### config.mk
export PLATFORM = sky130hd
export DESIGN_NAME = time_date_keeper_flat
export DESIGN_NICKNAME = d
export VERILOG_FILES = /design/src/rtl/time_pkg.sv /design/src/rtl/time_date_keeper_if.sv /design/src/rtl/time_date_keeper_tick_gen.sv /design/src/rtl/time_date_keeper.sv /design/src/flat_wrapper.sv
export SDC_FILE = /design/constraint.sdc
export NUM_CORES = 1
export LEC_CHECK = 0
export BUFFER_PORTS_ARGS = -buffer_cell sky130_fd_sc_hd__clkbuf_2
export CORE_ASPECT_RATIO = 1.75
export CORE_UTILIZATION = 30
export DETAILED_ROUTE_END_ITERATION = 10
export GPL_ROUTABILITY_DRIVEN = 0
export GPL_TIMING_DRIVEN = 0
export PLACE_DENSITY = 0.58
export SYNTH_ARGS = -nofsm -noshare
export SYNTH_HDL_FRONTEND = slang
export SYNTH_SLANG_ARGS = --single-unit
### constraint.sdc
create_clock -name CLK -period 3.6 [get_ports CLK]
set_clock_uncertainty 0.1 [all_clocks]
set_input_delay 0.72 -clock CLK [delete_from_list [all_inputs] [get_ports CLK]]
set_output_delay 0.72 -clock CLK [all_outputs]
set_load 0.01 [all_outputs]
### src/rtl/time_pkg.sv
// Shared field layouts, limits, reset constants and calendar helper
// for the time/date keeper and its key-controller interface.
package time_pkg;

  localparam int HOUR_W  = 5;
  localparam int MIN_W   = 6;
  localparam int SEC_W   = 6;
  localparam int YEAR_W  = 7;
  localparam int MONTH_W = 4;
  localparam int DAY_W   = 5;
  localparam int TIME_W  = HOUR_W + MIN_W + SEC_W;
  localparam int DATE_W  = YEAR_W + MONTH_W + DAY_W;

  typedef struct packed {
    logic [HOUR_W-1:0] hour;
    logic [MIN_W-1:0]  min;
    logic [SEC_W-1:0]  sec;
  } time_t;

  typedef struct packed {
    logic [YEAR_W-1:0]  year;
    logic [MONTH_W-1:0] month;
    logic [DAY_W-1:0]   day;
  } date_t;

  typedef enum logic {
    IDLE,
    ACK
  } hs_state_t;

  localparam logic [HOUR_W-1:0]  HOUR_MAX  = 5'd23;
  localparam logic [MIN_W-1:0]   MIN_MAX   = 6'd59;
  localparam logic [SEC_W-1:0]   SEC_MAX   = 6'd59;
  localparam logic [YEAR_W-1:0]  YEAR_MAX  = 7'd99;
  localparam logic [MONTH_W-1:0] MONTH_MAX = 4'd12;

  localparam time_t TIME_RST  = 17'd1;
  localparam date_t DATE_RST  = {7'd16, 4'd1, 5'd1};
  localparam time_t ALARM_RST = 17'd0;

  // Years are 2000-based and stay within 2000..2099, so year%4 alone decides leap.
  function automatic logic [DAY_W-1:0] days_in_month(input logic [MONTH_W-1:0] month,
                                                      input logic [YEAR_W-1:0] year);
    case (month)
      4'd2:                 return (year[1:0] == 2'b00) ? 5'd29 : 5'd28;
      4'd4, 4'd6, 4'd9, 4'd11: return 5'd30;
      default:              return 5'd31;
    endcase
  endfunction

endpackage

### src/rtl/time_date_keeper_if.sv
// Setting/alarm interface between the key controller (master) and the
// time/date keeper (slave).
interface time_date_keeper_if;
  import time_pkg::*;

  logic              setting;
  logic              alarm_setting;
  logic [TIME_W-1:0] set_time;
  logic [DATE_W-1:0] set_date;
  logic [TIME_W-1:0] set_alarm_time;
  logic              hold;
  logic              alarm_enable;
  logic              alarm_clear;
  logic              setting_ok;
  logic [TIME_W-1:0] in_time;
  logic [DATE_W-1:0] in_date;
  logic [TIME_W-1:0] in_alarm_time;
  logic              alarm_ring;

  modport master (
    output setting, alarm_setting, set_time, set_date, set_alarm_time,
    output hold, alarm_enable, alarm_clear,
    input  setting_ok, in_time, in_date, in_alarm_time, alarm_ring
  );

  modport slave (
    input  setting, alarm_setting, set_time, set_date, set_alarm_time,
    input  hold, alarm_enable, alarm_clear,
    output setting_ok, in_time, in_date, in_alarm_time, alarm_ring
  );
endinterface

### src/rtl/time_date_keeper_tick_gen.sv
// One-second prescaler: counts CLK cycles, pulses tick on the last count,
// freezes under hold and restarts from zero on clear.
module tick_gen #(
  parameter int TICK_DIV = 1000000
) (
  input  logic CLK,
  input  logic RESET,
  input  logic hold,
  input  logic clear,
  output logic tick
);
  localparam int CW = (TICK_DIV > 1) ? $clog2(TICK_DIV) : 1;

  logic [CW-1:0] count;

  assign tick = !hold && (count == CW'(TICK_DIV - 1));

  always_ff @(posedge CLK or posedge RESET) begin
    if (RESET) begin
      count <= '0;
    end else if (clear) begin
      count <= '0;
    end else if (!hold) begin
      count <= tick ? '0 : count + CW'(1);
    end
  end

endmodule

### src/rtl/time_date_keeper.sv
// Running clock/calendar with alarm register, serving load requests from the
// key controller through a two-state acknowledge handshake.
module time_date_keeper
  import time_pkg::*;
#(
  parameter int TICK_DIV = 1000000,
  parameter int RING_SEC = 30
) (
  input logic          CLK,
  input logic          RESET,
  time_date_keeper_if.slave bus
);
  localparam int RING_W = (RING_SEC < 2) ? 1 : $clog2(RING_SEC + 1);

  hs_state_t         state, state_nxt;
  logic              load_time, load_alarm;
  logic              tick, tick_taken;
  logic              upd_p1, match, alarm_ring;
  logic [RING_W-1:0] ring_cnt;
  time_t             cur_time, time_inc, alarm_time;
  date_t             cur_date, date_inc;

  function automatic time_t clamp_time(input time_t t);
    time_t r;
    r = t;
    if (t.hour > HOUR_MAX) r.hour = HOUR_MAX;
    if (t.min > MIN_MAX)   r.min  = MIN_MAX;
    if (t.sec > SEC_MAX)   r.sec  = SEC_MAX;
    return r;
  endfunction

  // Day limit depends on the already-clamped month and year.
  function automatic date_t clamp_date(input date_t d);
    date_t            r;
    logic [DAY_W-1:0] lim;
    r = d;
    if (d.year > YEAR_MAX) r.year = YEAR_MAX;
    if (d.month == '0)           r.month = 4'd1;
    else if (d.month > MONTH_MAX) r.month = MONTH_MAX;
    lim = days_in_month(r.month, r.year);
    if (d.day == '0)     r.day = 5'd1;
    else if (d.day > lim) r.day = lim;
    return r;
  endfunction

  tick_gen #(.TICK_DIV(TICK_DIV)) u_tick_gen (
    .CLK   (CLK),
    .RESET (RESET),
    .hold  (bus.hold),
    .clear (load_time),
    .tick  (tick)
  );

  // A load in the same cycle discards the tick.
  assign tick_taken = tick && !load_time;

  always_ff @(posedge CLK or posedge RESET) begin
    if (RESET) state <= IDLE;
    else       state <= state_nxt;
  end

  always_comb begin
    state_nxt  = state;
    load_time  = 1'b0;
    load_alarm = 1'b0;
    case (state)
      IDLE: begin
        if (bus.setting || bus.alarm_setting) begin
          state_nxt  = ACK;
          load_time  = bus.setting;
          load_alarm = bus.alarm_setting;
        end
      end
      ACK: begin
        if (!bus.setting && !bus.alarm_setting) state_nxt = IDLE;
      end
      default: state_nxt = IDLE;
    endcase
  end

  always_comb begin
    time_inc = cur_time;
    date_inc = cur_date;
    if (cur_time.sec < SEC_MAX) begin
      time_inc.sec = cur_time.sec + 6'd1;
    end else begin
      time_inc.sec = '0;
      if (cur_time.min < MIN_MAX) begin
        time_inc.min = cur_time.min + 6'd1;
      end else begin
        time_inc.min = '0;
        if (cur_time.hour < HOUR_MAX) begin
          time_inc.hour = cur_time.hour + 5'd1;
        end else begin
          time_inc.hour = '0;
          if (cur_date.day < days_in_month(cur_date.month, cur_date.year)) begin
            date_inc.day = cur_date.day + 5'd1;
          end else begin
            date_inc.day = 5'd1;
            if (cur_date.month < MONTH_MAX) begin
              date_inc.month = cur_date.month + 4'd1;
            end else begin
              date_inc.month = 4'd1;
              date_inc.year  = (cur_date.year < YEAR_MAX) ? cur_date.year + 7'd1 : '0;
            end
          end
        end
      end
    end
  end

  // Stage p0: time/date and alarm registers
  always_ff @(posedge CLK or posedge RESET) begin
    if (RESET) begin
      cur_time <= TIME_RST;
      cur_date <= DATE_RST;
    end else if (load_time) begin
      cur_time <= clamp_time(bus.set_time);
      cur_date <= clamp_date(bus.set_date);
    end else if (tick_taken) begin
      cur_time <= time_inc;
      cur_date <= date_inc;
    end
  end

  always_ff @(posedge CLK or posedge RESET) begin
    if (RESET)           alarm_time <= ALARM_RST;
    else if (load_alarm) alarm_time <= clamp_time(bus.set_alarm_time);
  end

  // Stage p1: compare the freshly updated time against the alarm
  assign match = upd_p1 && bus.alarm_enable && (cur_time == alarm_time);

  always_ff @(posedge CLK or posedge RESET) begin
    if (RESET) begin
      upd_p1     <= 1'b0;
      alarm_ring <= 1'b0;
      ring_cnt   <= '0;
    end else begin
      upd_p1 <= tick_taken || load_time;
      if (bus.alarm_clear || !bus.alarm_enable) begin
        alarm_ring <= 1'b0;
        ring_cnt   <= '0;
      end else if (match) begin
        alarm_ring <= 1'b1;
        ring_cnt   <= RING_W'(RING_SEC);
      end else if (tick_taken && ring_cnt != '0) begin
        ring_cnt <= ring_cnt - RING_W'(1);
        if (ring_cnt == RING_W'(1)) alarm_ring <= 1'b0;
      end
    end
  end

  assign bus.setting_ok    = (state == ACK);
  assign bus.in_time       = cur_time;
  assign bus.in_date       = cur_date;
  assign bus.in_alarm_time = alarm_time;
  assign bus.alarm_ring    = alarm_ring;

endmodule
### src/flat_wrapper.sv
// flat-port wrapper written by rule: the top's interface ports become plain ports
module time_date_keeper_flat import time_pkg::*;
#(
  parameter int TICK_DIV = 1000000,
  parameter int RING_SEC = 30
)
  (CLK, RESET, bus_setting, bus_alarm_setting, bus_set_time, bus_set_date, bus_set_alarm_time, bus_hold, bus_alarm_enable, bus_alarm_clear, bus_setting_ok, bus_in_time, bus_in_date, bus_in_alarm_time, bus_alarm_ring);
  time_date_keeper_if bus_i ();
  input logic CLK;
  input logic RESET;
  input wire logic [$bits(bus_i.setting)-1:0] bus_setting;
  input wire logic [$bits(bus_i.alarm_setting)-1:0] bus_alarm_setting;
  input wire logic [$bits(bus_i.set_time)-1:0] bus_set_time;
  input wire logic [$bits(bus_i.set_date)-1:0] bus_set_date;
  input wire logic [$bits(bus_i.set_alarm_time)-1:0] bus_set_alarm_time;
  input wire logic [$bits(bus_i.hold)-1:0] bus_hold;
  input wire logic [$bits(bus_i.alarm_enable)-1:0] bus_alarm_enable;
  input wire logic [$bits(bus_i.alarm_clear)-1:0] bus_alarm_clear;
  output wire logic [$bits(bus_i.setting_ok)-1:0] bus_setting_ok;
  output wire logic [$bits(bus_i.in_time)-1:0] bus_in_time;
  output wire logic [$bits(bus_i.in_date)-1:0] bus_in_date;
  output wire logic [$bits(bus_i.in_alarm_time)-1:0] bus_in_alarm_time;
  output wire logic [$bits(bus_i.alarm_ring)-1:0] bus_alarm_ring;
  assign bus_i.setting = bus_setting;
  assign bus_i.alarm_setting = bus_alarm_setting;
  assign bus_i.set_time = bus_set_time;
  assign bus_i.set_date = bus_set_date;
  assign bus_i.set_alarm_time = bus_set_alarm_time;
  assign bus_i.hold = bus_hold;
  assign bus_i.alarm_enable = bus_alarm_enable;
  assign bus_i.alarm_clear = bus_alarm_clear;
  assign bus_setting_ok = bus_i.setting_ok;
  assign bus_in_time = bus_i.in_time;
  assign bus_in_date = bus_i.in_date;
  assign bus_in_alarm_time = bus_i.in_alarm_time;
  assign bus_alarm_ring = bus_i.alarm_ring;
  time_date_keeper #(.TICK_DIV(TICK_DIV), .RING_SEC(RING_SEC)) u_core (.CLK(CLK), .RESET(RESET), .bus(bus_i));
endmodule
==> metrics, run 1 <==
outcome=completed; dpl cells=830; worst flop-to-flop path startpoint=u_core.bus.in_time[0]; share of layout cells above drive strength 1=0.221; number of global-route vias before repair=4560; Worst setup startpoint=u_core.bus.in_time[0]; Core Region=15400 um2; Least-Margin Pin Slew=0.687 ns; syn_nets=609; Max-Cap Viols=0; Initial Util=0.306; Cells after Synth=roughly 540; Int Power=approximately 2.0 mW; first-pass GRT wire length=around 23 mm; final core occ=0.377; register area share after synthesis=0.415; Warnings, synthesis=0; clock buffer count from CTS=9; Flop pwr share=0.409; H-tree lvl count=3; RSZ-0062 raised after global routing=no; area of the mapped netlist=between 4000 and 5000 um2; row count=60; # diodes=0; pin count of the biggest net entering global routing=71; Highest Clock Rate=about 0.32 GHz; critical-path cell list=ha_1 > o2111ai_1 > or4_1 > buf_2 > or3_4 > nand2_2 > mux2_1; Leak=2.62 nW; Total Nets Final=~730; Pwr Density=540 nW/um2; worst path required time=roughly 3.7 ns; HPWL Detailed=between 10 and 15 mm; reg2reg setup slack=0.49 ns; Die Span X=a little under 100 um; post-route clock period utilization=0.864; DIE AREA=about 16000 um2; Arr. time, crit path=about 3.2 ns; clock buffer depth=2; Worst Hold Class=in -> async; final hold violation count=0; port bufs=~110; crit-path max FO=9; Area Growth Syn to Fin=23.2%; Final WS setup=0.491 ns; CP Capture Type=register; leading area contributor after synthesis=dfrtp_1; Tot GR Track Use=0.174; Sw Pwr=1.16 mW; Mapped Avg Cell Area=approximately 8.8 um2; Ports=approximately 110; vias per std cell=around 5.4; root buffer cell=clkbuf_16; global route total overflow=0; Main synth FF type=dfrtp_1; Die Y=~170 um; Final ANT Viol Nets=0; post-cts repair resize count=0; Slew Viols, Final=0; Startpoint Class=register; fin crit period=3.11 ns; Setup Fix Bufs, Post-CTS=0; Iter 0 DRT Violations=around 350; quantity of hold-fixing buffers added after cts=0; number of synthesized flops with an enable pin=0; Reg clk slew, reported paths=roughly 0.07 ns; most common cell in the synthesized netlist=dfrtp_1; worst reg2reg path endpoint=u_core.bus.in_date[9]; Worst-Skew Late Latency=between 0.3 and 0.4 ns; critical path class=reg -> reg; via count=between 4000 and 5000; count of cell types in the netlist=66; switching share of power=0.371; Synth top cells by count=dfrtp_1 (74), nand2_1 (70), nor2_1 (51); asr flop ratio synth=1.00; ranking of synthesized cells by area=dfrtp_1 (39%), nand2_1 (5.6%), ha_1 (4.5%); pre-CTS setup slack=around 0.17 ns; Seq cells post-synth=78; Wirelength per Cell=16.5 um; clk sinks=78; placed cell area=around 5500 um2; DRC viols=0; CP max stage delay=0.61 ns; Design Area, Final=between 5000 and 6000 um2; drt pass-1 iters=5; worst-case reg-to-reg path depth=7; Total Power=roughly 3.1 mW; slowest cell on the critical path=or4_1; non-filler instance count after layout=846; Final Setup Violations=0; Yosys top cell area share=0.393; Routed WL=approximately 14 mm; initial antenna violation count=0; Peak VDD IR=approximately 0.00033 V; clock share of power=0.289; CTS tree=built; Slew HR=0.541; Comb pwr share=0.301
-- state kept, by name, indices dropped and copies added, names as in the netlist --
| register | count |
|---|---|
| u_core.u_tick_gen.count | 20 |
| u_core.upd_p1 | 1 |
| u_core.bus.in_date | 16 |
| u_core.ring_cnt | 5 |
| u_core.bus.in_alarm_time | 17 |
| u_core.bus.setting_ok | 1 |
| u_core.bus.alarm_ring | 1 |
| u_core.bus.in_time | 17 |
-- cell families (layout without fill, tap and decap cells) --
family                   count (synthesis)  after routing  synth area share
AO/OA/AOI/OAI                          133            133             0.183
XOR/XNOR                                32             32            0.0594
adder cells (fa/ha/maj)                 17             17            0.0451
buffers and inverters                   39            164            0.0332
flip-flops                              78             78             0.415
multiplexers                             9              9            0.0202
AND/OR/NAND/NOR                        227            227             0.245
-- worst max path at each step --
stage                             to  slack (ns)  depth (start not counted)
3_5_place_dp   u_core.bus.in_date[9]        0.17                          8
5_1_grt        u_core.bus.in_date[9]        0.40                          7
4_1_cts        u_core.bus.in_date[9]        0.51                          7
6_report       u_core.bus.in_date[9]        0.49                          7
2_1_floorplan  u_core.bus.in_date[9]        0.76                          7
3_3_place_gp   u_core.bus.in_date[7]       -0.26                          2
-- power groups by stage --
stage | clock network, mW | logic (mW) | registers, mW
6_report | 0.908 | 0.946 | 1.29
5_1_grt | 0.959 | 1.06 | 1.31
4_1_cts | 0.929 | 0.959 | 1.28
3_5_place_dp | 0 | 0.951 | 1.30
3_3_place_gp | 0 | 0.927 | 1.29
2_1_floorplan | 0 | 0.537 | 1.31
-- final cells by class --
class | count | area [um2]
Sequential cell | 78 | 1960
Buffer | 25 | 104
Multi-Input combinational cell | 418 | 2600
Timing Repair Buffer | 109 | 568
Clock buffer | 10 | 239
Clock inverter | 6 | 51.3
Fill cell | 1573 | 9580
Inverter | 14 | 55.1
Tap cell | 186 | 233
-- worst max-delay path, delay by kind of cell, from the launching register on --
kind / cells / cell delay [ns]
compound gates: 1 / 0.35
simple gates: 3 / 1.18
mux: 1 / 0.33
fa+ha+maj: 1 / 0.25
buf+inv: 1 / 0.19
flops: 1 / 0.60
-- routing by layer --
metal  GRT usage  part of all wire
met1       0.190              0.39
met2       0.329              0.55
met3      0.0303             0.040
met4      0.0707             0.021
met5           0                 0
-- per-stage QoR --
stage	TNS, ns	hold slack (ns)
after CTS	0	0.145
final	0	0.146
after floorplan	0	0.339
after global placement	-18.71	0.360
after detailed placement	0	0.384
after global routing	0	0.154
-- layout by cell type (no fill, tap or decap), types with 11 or more instances in the layout --
master    instances
a21oi_1          42
clkbuf_1         22
clkbuf_2        108
dfrtp_1          74
ha_1             17
inv_1            13
nand2_1          70
nand3_1          19
nand4_1          18
nor2_1           51
nor3_1           11
o21ai_0          31
xnor2_1          19
xor2_1           13
(Power assumes the default switching activity.)
==> run 2: changes to the inputs <==
- CTS_BUF_LIST: not set -> sky130_fd_sc_hd__clkbuf_4
==> run 2 against run 1 <==
First-iteration DRC count decreased by 3.4%. Final cell count increased by 0.24%. Core utilization decreased by 1.0 points. Non-clock buffer count increased by 1. Fmax decreased by 0.46%. Routed wire length decreased by 0.16%. Combinational power about the same. Via count decreased by 0.13%. Die area unchanged. Global-route usage decreased by 0.15 points. Register-to-register slack about the same. Setup slack got worse by 0.014 ns. Largest cell class unchanged.
==> metrics, run 2 (synthesis results as in run 1) <==
post-cts repair resize count=0; Initial Util=0.306; RSZ-0062 raised after global routing=no; fin crit period=roughly 3.1 ns; Total Nets Final=730; Die Span X=between 90 and 100 um; vias per std cell=between 5 and 6; Final ANT Viol Nets=0; Peak VDD IR=between 0.0002 and 0.00025 V; critical-path cell list=ha_1 > o2111ai_1 > or4_1 > buf_2 > or3_4 > nand2_2 > mux2_1; Core Region=between 15000 and 20000 um2; pin count of the biggest net entering global routing=slightly above 70; Max-Cap Viols=0; reg2reg setup slack=~0.48 ns; Ports=around 110; worst reg2reg path endpoint=u_core.bus.in_date[9]; worst-case reg-to-reg path depth=7; Design Area, Final=around 5700 um2; port bufs=~110; Final Setup Violations=0; drt pass-1 iters=5; outcome=completed; clock buffer count from CTS=9; HPWL Detailed=10.5 mm; Worst setup startpoint=u_core.bus.in_time[0]; Arr. time, crit path=between 3 and 4 ns; root buffer cell=clkbuf_4; Highest Clock Rate=approximately 0.32 GHz; filler instances=1595; Startpoint Class=register; number of global-route vias before repair=between 4000 and 5000; global route total overflow=0; Pwr Density=~490 nW/um2; Tot GR Track Use=0.173; critical path class=reg -> reg; Least-Margin Pin Slew=0.713 ns; most common cell after layout, fill and taps aside=clkbuf_2; final hold violation count=0; largest reg by FF count=u_core.u_tick_gen.count; clock buffer depth=2; share of layout cells above drive strength 1=0.219; Wirelength per Cell=around 16 um; DRC viols=0; first-pass GRT wire length=~23 mm; Leak=2.55 nW; Slew HR=0.524; Worst Hold Class=in -> reg; Total Power=2.75 mW; placed cell area=around 5500 um2; worst flop-to-flop path startpoint=u_core.bus.in_time[0]; row count=60; Die Y=between 150 and 200 um; initial antenna violation count=1; Worst-Skew Late Latency=0.46 ns; Slew Viols, Final=0; Iter 0 DRT Violations=336; worst path required time=between 3 and 4 ns; via count=about 4600; DIE AREA=16200 um2; H-tree lvl count=3; CTS tree=built; crit-path max FO=9; clk sinks=78; max reg flops=20; Reg clk slew, reported paths=about 0.16 ns; slowest cell on the critical path=dfstp_2; post-route clock period utilization=0.868; Area Growth Syn to Fin=19.9%; most frequent cells in the layout=clkbuf_2 (108), dfrtp_1 (74), nand2_1 (70), nor2_1 (51), a21oi_1 (42); Routed WL=14.0 mm; CP Capture Type=register; Critical Path End=u_core.bus.in_date[9]; CP max stage delay=roughly 0.62 ns
run 2: where the power goes:
part | switching [mW] | internal, mW
Clock | 0.367 | 0.151
Sequential | 0.241 | 1.04
Combinational | 0.513 | 0.433
run 2: area by class of cell:
type	count	area (um2)	area share
diodes	1	2.50	0.000443
repair buffers	110	578	0.102
multi-input cells	418	2600	0.460
inverters	14	55.1	0.00974
clock inverters	7	55.1	0.00974
clock buffers	9	67.6	0.0119
plain buffers	25	104	0.0184
well taps	186	233	0.0412
flip-flops and latches	78	1960	0.346
run 2: routing by layer:
layer	global-route usage	part of all wire	vias to the layer above
met5	0	0	-
met2	0.327	0.55	161
met1	0.189	0.39	2176
met4	0.0714	0.022	0
met3	0.0266	0.042	22
li1	-	-	2191
run 2: through the flow:
| stage | util | hold slack, ns | worst slack [ns] | instances | setup TNS [ns] |
|---|---|---|---|---|---|
| detailed placement | 0.359 | 0.384 | 0.173 | 830 | 0 |
| global route | 0.367 | 0.335 | 0.402 | 848 | 0 |
| CTS | 0.367 | 0.00523 | 0.512 | 846 | 0 |
| global placement | 0.357 | 0.360 | -0.263 | 829 | -18.71 |
| floorplan | - | 0.339 | 0.760 | 535 | 0 |
| finish | 0.367 | 0.358 | 0.476 | 848 | 0 |
run 2: how the worst min path moves through the flow:
stage	startpoint	end	cells after the start
after floorplan	u_core.u_tick_gen.count[18]	u_core.u_tick_gen.count[18]	1
after global placement	u_core.u_tick_gen.count[18]	u_core.u_tick_gen.count[18]	1
after detailed placement	u_core.u_tick_gen.count[18]	u_core.u_tick_gen.count[18]	1
after CTS	RESET	u_core.u_tick_gen.count[7]	2
after global routing	bus_set_alarm_time[14]	u_core.bus.in_alarm_time[14]	2
final	bus_set_alarm_time[16]	u_core.bus.in_alarm_time[16]	3
run 2: worst max-delay path, delay by kind of cell (launching register included):
kind	cells	cell delay, ns
AO/OA/AOI/OAI	1	0.36
adder cells (fa/ha/maj)	1	0.25
buffers and inverters	1	0.19
flip-flops	1	0.62
multiplexers	1	0.33
AND/OR/NAND/NOR	3	1.19
run 2: what timing repair did:
action	4_1_cts	5_1_grt
setup buffers	0	0
hold buffers	0	1
hold endpoints to repair	0	6
